### src/rtl/sdram_arbit.sv
// rtl/sdram_arbit.sv - SDRAM command-bus arbiter: init, then fixed-priority refresh > write > read
// Grants are registered state decodes; the pin mux follows the current owner combinationally.
module sdram_arbit #(
  parameter int          ADDR_W  = 13,
  parameter int          BANK_W  = 2,
  parameter logic [3:0]  CMD_NOP = 4'b0111
) (
  input  logic              sclk,
  input  logic              s_rst_n,
  input  logic              flag_init_end,
  input  logic [3:0]        init_cmd,
  input  logic [ADDR_W-1:0] init_addr,
  input  logic              ref_req,
  input  logic              flag_ref_end,
  input  logic [3:0]        aref_cmd,
  input  logic [ADDR_W-1:0] aref_addr,
  output logic              ref_en,
  input  logic              wr_req,
  input  logic              flag_wr_end,
  input  logic [3:0]        wr_cmd,
  input  logic [ADDR_W-1:0] wr_addr,
  input  logic [BANK_W-1:0] wr_bank,
  output logic              wr_en,
  input  logic              rd_req,
  input  logic              flag_rd_end,
  input  logic [3:0]        rd_cmd,
  input  logic [ADDR_W-1:0] rd_addr,
  input  logic [BANK_W-1:0] rd_bank,
  output logic              rd_en,
  output logic              sdram_cke,
  output logic [3:0]        sdram_cmd,
  output logic [BANK_W-1:0] sdram_bank,
  output logic [ADDR_W-1:0] sdram_addr
);

  typedef enum logic [2:0] {
    S_INIT  = 3'd0,
    S_ARBIT = 3'd1,
    S_AREF  = 3'd2,
    S_WRITE = 3'd3,
    S_READ  = 3'd4
  } state_t;

  state_t state_q, state_d;
  logic   ref_en_q, wr_en_q, rd_en_q, cke_q;

  // Every grant returns through ARBIT, which guarantees a NOP cycle between owners.
  always_comb begin
    state_d = state_q;
    case (state_q)
      S_INIT:  if (flag_init_end) state_d = S_ARBIT;
      S_ARBIT: begin
        if (ref_req)     state_d = S_AREF;
        else if (wr_req) state_d = S_WRITE;
        else if (rd_req) state_d = S_READ;
      end
      S_AREF:  if (flag_ref_end) state_d = S_ARBIT;
      S_WRITE: if (flag_wr_end)  state_d = S_ARBIT;
      S_READ:  if (flag_rd_end)  state_d = S_ARBIT;
      default: state_d = S_INIT;
    endcase
  end

  always_ff @(posedge sclk or negedge s_rst_n) begin
    if (!s_rst_n) begin
      state_q  <= S_INIT;
      ref_en_q <= 1'b0;
      wr_en_q  <= 1'b0;
      rd_en_q  <= 1'b0;
      cke_q    <= 1'b0;
    end else begin
      state_q  <= state_d;
      ref_en_q <= (state_d == S_AREF);
      wr_en_q  <= (state_d == S_WRITE);
      rd_en_q  <= (state_d == S_READ);
      cke_q    <= 1'b1;
    end
  end

  assign ref_en    = ref_en_q;
  assign wr_en     = wr_en_q;
  assign rd_en     = rd_en_q;
  assign sdram_cke = cke_q;

  always_comb begin
    sdram_cmd  = CMD_NOP;
    sdram_addr = '0;
    sdram_bank = '0;
    case (state_q)
      S_INIT: begin
        sdram_cmd  = init_cmd;
        sdram_addr = init_addr;
      end
      S_AREF: begin
        sdram_cmd  = aref_cmd;
        sdram_addr = aref_addr;
      end
      S_WRITE: begin
        sdram_cmd  = wr_cmd;
        sdram_addr = wr_addr;
        sdram_bank = wr_bank;
      end
      S_READ: begin
        sdram_cmd  = rd_cmd;
        sdram_addr = rd_addr;
        sdram_bank = rd_bank;
      end
      default: ;
    endcase
  end

endmodule

### config.mk
export PLATFORM = sky130hd
export DESIGN_NAME = sdram_arbit
export DESIGN_NICKNAME = d
export VERILOG_FILES = /design/src/rtl/sdram_arbit.sv
export SDC_FILE = /design/constraint.sdc
export NUM_CORES = 1
export LEC_CHECK = 0
export ABC_AREA = 1
export CAP_MARGIN = 20
export CORE_UTILIZATION = 28
export CTS_CLUSTER_SIZE = 10
export DETAILED_ROUTE_END_ITERATION = 12
export PLACE_DENSITY = 0.81
export REMOVE_ABC_BUFFERS = 1
export SLEW_MARGIN = 0
export SYNTH_ARGS = -nofsm -noshare
export SYNTH_HDL_FRONTEND = slang
export SYNTH_SLANG_ARGS = --single-unit
### constraint.sdc
create_clock -name sclk -period 1.7 [get_ports sclk]
set_input_delay 0.34 -clock sclk [delete_from_list [all_inputs] [get_ports sclk]]
set_output_delay 0.34 -clock sclk [all_outputs]
set_load 0.1 [all_outputs]
==> results by stage <==
Placed design:
- The quantity of I/O buffers inserted on ports is 103.
- The number of placed instances, taps included, is between 200 and 300.
- The placer congestion estimate is ~0.86.
- The estimated wirelength of the detail-placed design is approximately 3.2 mm.

Critical path:
- On the worst path, the slowest cell contributes a delay of 440 ps.
- The worst endpoint required time is 1360 ps.
- The slowest stage of the critical path is the sky130_fd_sc_hd__dfrtp_2 cell.
- The critical path goes through buf_6 > nand2_8 > nor2_4 > buf_4 > a21oi_2 > nand4_1 > buf_12.
- The number of buffers and inverters on the critical path is 3.
- The critical path capture point type is a primary output.
- The signal arrival time at the worst endpoint is 1650 ps.
- In this design, the largest share of critical-path delay is due to buffers and inverters.
- In this run the worst path has a maximum fanout of 6.
- STA classifies the critical path startpoint as a register.
- The classification of the worst setup path is register to primary output.

Global route:
- The initial antenna violation count was 0.
- The overflow left after global routing is 0.
- The via count of the first global-routing pass is 1424.
- In the global route stage, overall resource usage came out at 24.44%.
- The wire length of the first global-routing pass is 6.444 mm.
- The largest net degree at the start of global routing is 22.

Logic synthesis:
- The number of different library cells in the post-synthesis netlist is 24.
- For this run, asynchronously set or reset flops after synthesis account for 100.0%.
- A synthesized cell averages approximately 6.7 um2.
- In this run the biggest area consumer among cell types represents between 10% and 20% of the synthesized area.
- In this run the cell area of the synthesized design comes to 927.1 um2.
- During synthesis, Yosys emitted a total of 0 warnings.
- By area the synthesized netlist is led by sky130_fd_sc_hd__dfrtp_1, sky130_fd_sc_hd__nand2_1, sky130_fd_sc_hd__nand4_2, sky130_fd_sc_hd__nand3_1, sky130_fd_sc_hd__nand2_2.
- In the post-synthesis netlist, the cell with the most instances is sky130_fd_sc_hd__nand2_1.
- In the synthesized netlist, the cells that appear most often are sky130_fd_sc_hd__nand2_1, sky130_fd_sc_hd__nand3_1, sky130_fd_sc_hd__nand2_2.
- Synthesis inferred 7 register bits.
- Summed over all instances, the cell type with the most area after synthesis is sky130_fd_sc_hd__dfrtp_1.
- After technology mapping, the gate count stands at approximately 140.
- The share of the Yosys chip area taken by registers is between 10% and 20%.
- The predominant post-synthesis flop cell is sky130_fd_sc_hd__dfrtp_1.
- The number of flops mapped to enable cells by yosys is 0.

Power and ir drop:
- The internal power of the cells totals 2.530 mW.
- The share of total power dissipated in the clock network is 2.7%.
- The switching share of total power is 58.81%.
- In this run, flip-flops and latches consume 4.6% of the power.
- The combinational share of power is 92.8%.
- The maximum vdd ir drop is 1.636 mV.
- The power density of the placed cells is 2271 nW/um2.
- Overall power consumption after layout is estimated at 6.141 mW.
- The static leakage power is 1.112 nW.
- Summed over all nets, the switching power comes to 3.611 mW.

CTS:
- The clock passes through at most 2 buffers.
- The source-to-sink clock delay at the later pin of the worst-skew pair is 270 ps.
- Clock tree synthesis found a total of 7 sinks.
- Clock-pin slew was measured on the worst setup and hold paths at 60 ps.
- The clock root buffer master is sky130_fd_sc_hd__clkbuf_4.
- In this run, CTS created clock tree buffers numbering 3.
- The deepest level of the CTS H-tree is 1.
- TritonCTS built the clock tree.

Timing:
- Setup repair after global routing could not meet its margin everywhere.
- The setup slack after layout is -290.8 ps.
- The hold violation count in the final report is 0.
- The clock skew is 10.39 ps.
- The maximum clock frequency is 502.3 MHz.
- The final count of negative-setup-slack endpoints is 19.
- The portion of the clock cycle consumed by the worst path in the final layout is 117.1%.
- In the final timing run, aggregate negative setup slack is -4818 ps.
- The number of max-slew violations in the final report is 0.
- The minimum clock period is 1991 ps.

Run:
- The total of max-cap violations is 0.

Outcome:
- The flow ran to the end, but the final reports show violations.
- The checks that failed: setup timing.

Route:
- The number of optimization iterations in the first detailed-route pass is 4.
- Across all layers, the routed design uses 1658 vias.
- The post-detailed-route wirelength per cell is 17.81 um.
- In this run the remaining antenna-violating nets after routing total 0.
- Summed over all layers, the routed wires come to 5.539 mm.
- The number of remaining DRC errors is 0.
- The number of DRC markers in iteration 0 is 78.
- The number of vias per cell is 5.331.

Cells and area:
- The area overhead of the layout relative to synthesis is 191.6%.
- The number of diodes is 0.
- The total of fill cells in the finished design is 172.
- The post-layout instance count excluding filler cells is around 310.
- For this run, the post-layout net count is between 300 and 400.
- The post-route netlist has 42.32% of its cells at a drive strength greater than 1.

Floorplan:
- From bottom edge to top edge, the die measures 59.55 um.
- The number of rows in the core area is 20.
- The floorplan step defined a die boundary enclosing 3546 um2.
- The I/O pin count is 104.
- The initial utilization of the core area, before any placement, comes to between 20 and 30%.
- The die extent in x is approximately 60 um.
- The total core area is 3103 um2.

Worst hold path:
- The tightest min-delay check is of the input port to async pin type.
[power groups by stage]
stage / logic [mW] / clock network (mW) / registers [mW]
2_1_floorplan: 2.74 / 0 / 0.426
3_3_place_gp: 4.88 / 0 / 0.264
3_5_place_dp: 4.92 / 0 / 0.265
4_1_cts: 5.10 / 0.160 / 0.269
5_1_grt: 5.85 / 0.173 / 0.283
6_report: 5.70 / 0.165 / 0.280
[final timing paths]
kind / from / to / slack [ps] / depth (start not counted)
max: state_q[1] / sdram_cmd[2] / -290 / 7
min: s_rst_n / rd_en / 340 / 1
max reg2reg: state_q[2] / ref_en / 60 / 8
min reg2reg: state_q[2] / state_q[2] / 780 / 3
max in group asynchronous: s_rst_n / state_q[0] / 1070 / 1
min in group sclk: flag_rd_end / state_q[2] / 750 / 2
[area by class of cell]
cell class	count	area, um2	area share [%]
clock inverters	1	5.005	0.1851
repair inverters	1	6.256	0.2314
flip-flops and latches	7	177.7	6.571
clock buffers	3	22.52	0.8329
repair buffers	131	1583	58.54
inverters	7	43.79	1.620
well taps	44	55.05	2.036
multi-input cells	117	810.8	29.99
[placed cells by master, fill, tap and decap left out, drive strengths merged, types with 3 or more instances in the layout]
master and count:
nand4 17, inv 7, a21oi 3, clkbuf 4
buf 50, nand2 57, nor2 11, clkdlybuf4s50 80
o21ai 4, nand3 20, dfrtp 7
[kinds of logic after synthesis]
logic type      share of synthesized area [%]
simple gates                            63.43
buf+inv                                 9.987
compound gates                          7.287
flops                                   18.89
other cells                            0.4045
[stage by stage]
| stage | hold slack (ps) | area (um2) | utilization [%] | setup slack (ps) |
|---|---|---|---|---|
| after global placement | 632.4 | 2322 | 74.84 | 4.799 |
| after detailed placement | 622.5 | 2322 | 74.84 | 13.57 |
| after global routing | 359.8 | 2704 | 87.14 | -342.6 |
| final | 344.3 | 2704 | 87.14 | -290.8 |
| after CTS | 341.7 | 2442 | 78.71 | -203.5 |
| after floorplan | 44.41 | 863.3 | - | -974.0 |
[metal layers]
| layer | GRT usage [%] | up-vias | part of all wire, % |
|---|---|---|---|
| li1 | - | 728 | - |
| met1 | 27.53 | 792 | 35 |
| met2 | 45.26 | 114 | 53 |
| met3 | 5.895 | 24 | 8.2 |
| met4 | 6.977 | 0 | 3.4 |
| met5 | 0 | - | 0 |
[state kept, by name (all words and copies together) (netlist names)]
name       cells
wr_en          1
state_q        3
sdram_cke      1
rd_en          1
ref_en         1
[timing repair]
action / CTS / global route
hold buffers: 0 / 0
cloned: 1 / 1
pin swaps: 11 / 21
setup endpoints to repair: 19 / 19
buffers inserted: 4 / 9
gates resized for setup: 16 / 43
Note: power is estimated with default switching activity, not from simulation.
==> patch, RTL diff (same settings) <==
Add an input register stage for `rd_addr`; this delays it by one clock. The other inputs are not delayed to match.
--- a/src/rtl/sdram_arbit.sv
+++ b/src/rtl/sdram_arbit.sv
@@ -41,4 +41,10 @@
     S_READ  = 3'd4
   } state_t;
+
+  logic [ADDR_W-1:0] rd_addr_q;
+
+  always_ff @(posedge sclk) begin
+    rd_addr_q <= rd_addr;
+  end
 
   state_t state_q, state_d;
@@ -103,5 +109,5 @@
       S_READ: begin
         sdram_cmd  = rd_cmd;
-        sdram_addr = rd_addr;
+        sdram_addr = rd_addr_q;
         sdram_bank = rd_bank;
       end
Behaviour: not the same (a bounded check fails within 4 cycles, from zero or initial values and one cycle with s_rst_n low).
==> patch against the original RTL <==
- the flow still finishes with violations (setup timing)
- wire length decreased by 23%
- sequential cell count increased by 13
- clock skew decreased by 0.0096 ns
- final area decreased by 1.6%
- first-iteration DRC count decreased by 27%
- power decreased by 1.8%
- synthesized area increased by 22%
- sequential power increased by 120%
- setup slack improved by 0.079 ns
- largest power group unchanged
==> patch: results (changes against the original RTL) <==
[grt]
grt.met3_usage_pct=5.21  ; was 5.90%
grt_start_max_net_pins=20  ; was 22
grt_pass1_vias=1583  ; was 1424
gr-usage-all-layers_pct=20.5  ; was 24.4%
grt_util_met2_pct=38.4  ; was 45.3%
use_met1_pct=23.1  ; was 27.5%
grt_first_pass_wirelength_um=6770  ; was 6440 um

[synth]
async_flop_share_pct=35.0  ; was 100%
netlist_top_cells_count=nand2_1 (45), nand3_1 (40), nand4_1 (18)  ; was nand2_1 (45), nand3_1 (19), nand2_2 (12)
ys_types=19  ; was 24
ys_seq_area_share_pct=38.6  ; was 18.9%
synth.area.top_cells=dfxtp_1 (23%), nand3_1 (18%), dfrtp_1 (16%)  ; was dfrtp_1 (19%), nand2_1 (18%), nand4_2 (13%)
syn_inst=165  ; was 138
synth_flop_cell=dfxtp_1  ; was dfrtp_1

[run_status]
outcome=finished with violations  ; unchanged
violations=setup timing  ; unchanged

[pwr]
cellLeakagePower_nw=1.11  ; about the same
peakVddDrop_v=0.00146  ; was 0.00164 V
switching_share_pct=57.6  ; was 58.8%

[clock_tree]
hold_buffers=0  ; unchanged
insertion_delay_ns=0.25  ; was 0.27 ns
cts_root_buf=clkbuf_8  ; was clkbuf_4

[critical_path]
critPathSlowestCell=dfrtp_2  ; unchanged
crit_fanout=8  ; was 6
rr_worst_depth=7  ; was 8
crit_arrival_ns=1.57  ; was 1.65 ns
r2r-end=wr_en  ; was ref_en
reg2reg_slack_ns=0.30  ; was 0.06 ns

[place]
dp_hpwl_um=3470  ; was 3160 um
dp.cells=320  ; was 292
io_buffers=103  ; unchanged
gp_congestion=0.907  ; was 0.855
pre_cts_ws_ns=-0.0231  ; was 0.0136 ns
place_area_sq_um=2500  ; was 2320 sq um

[layout]
fillCellCount=318  ; was 172
diodes=0  ; unchanged
nets=361  ; was 349
layout-drive-gt1-share_pct=23.7  ; was 42.3%

[route]
wl_um=4290  ; was 5540 um
drt_iter0_drc=57  ; was 78
via_per_inst=4.89  ; was 5.33
wl_per_cell_um=13.1  ; was 17.8 um

[sta]
finClkSkew_ns=0.000808  ; was 0.0104 ns
setup_viol=19  ; unchanged
fin_ws_ns=-0.212  ; was -0.291 ns

[patch: changes by cell type after synthesis, sizes merged, moves of 2 or more]
cell / unedited run / this run
nand2: 57 / 45
clkbuf: 1 / 3
nor2: 11 / 14
o31ai: 2 / 0
a22o: 2 / 0
nand3: 20 / 40
dfxtp: 0 / 13
[patch: how the worst max path moves through the flow]
stage / to / cells after the start / slack, ns
finish: sdram_addr[9] / 7 / -0.21
global route: sdram_cmd[2] / 9 / -0.28
CTS: sdram_addr[9] / 7 / -0.19
detailed placement: sdram_cmd[2] / 9 / -0.02
global placement: sdram_cmd[0] / 4 / 0.04
floorplan: sdram_cmd[0] / 4 / -1.07
[patch: logic make-up (layout without fill, tap and decap cells)]
logic type      after synthesis  in the layout  synth area share, %
compound gates                8              8                 3.55
flops                        20             20                 38.6
other cells                   1              1                0.332
buf+inv                      17            131                 7.10
simple gates                119            119                 50.4
[patch: routing by layer]
metal / vias up / wire length (um)
met5: - / 0
met2: 69 / 2260
met1: 735 / 1670
met3: 4 / 324
li1: 791 / -
met4: 0 / 34
[patch: power by group through the flow]
| stage | logic, mW | registers (mW) | clock network [mW] |
|---|---|---|---|
| 5_1_grt | 5.26 | 0.616 | 0.391 |
| 3_5_place_dp | 4.92 | 0.599 | 0 |
| 6_report | 5.07 | 0.606 | 0.358 |
| 2_1_floorplan | 2.74 | 0.775 | 0 |
| 3_3_place_gp | 4.88 | 0.594 | 0 |
| 4_1_cts | 5.07 | 0.604 | 0.368 |
[patch: cell type report]
cell class / instances / area [sq um] / share of cell area (%)
timing repair buffer: 120 / 1420 / 53.3
multi-input combinational: 128 / 663 / 24.9
sequential: 20 / 438 / 16.5
tap: 48 / 60.1 / 2.26
clock buffer: 4 / 55.1 / 2.07
inverter: 7 / 26.3 / 0.987
[patch: per-stage QoR]
step	power (mW)	TNS (ns)	hold WS (ns)
final	6.03	-3.47	0.345
after global routing	6.26	-4.77	0.362
after CTS	6.05	-3.15	0.354
after detailed placement	5.52	-0.0379	0.626
after global placement	5.48	0	0.623
after floorplan	3.52	-16.55	0.0444
[patch: what timing repair did]
action,in CTS,in global routing
cloned,0,0
pin swaps,15,4
endpoints found under the setup margin,19,19
setup buffers,3,0
gates resized for setup,20,7
[patch: worst register-to-register path, delay by kind of cell (launching register included)]
kind	cells	cell delay, ns
flip-flops	1	0.44
AND/OR/NAND/NOR	4	0.52
buffers and inverters	3	0.38
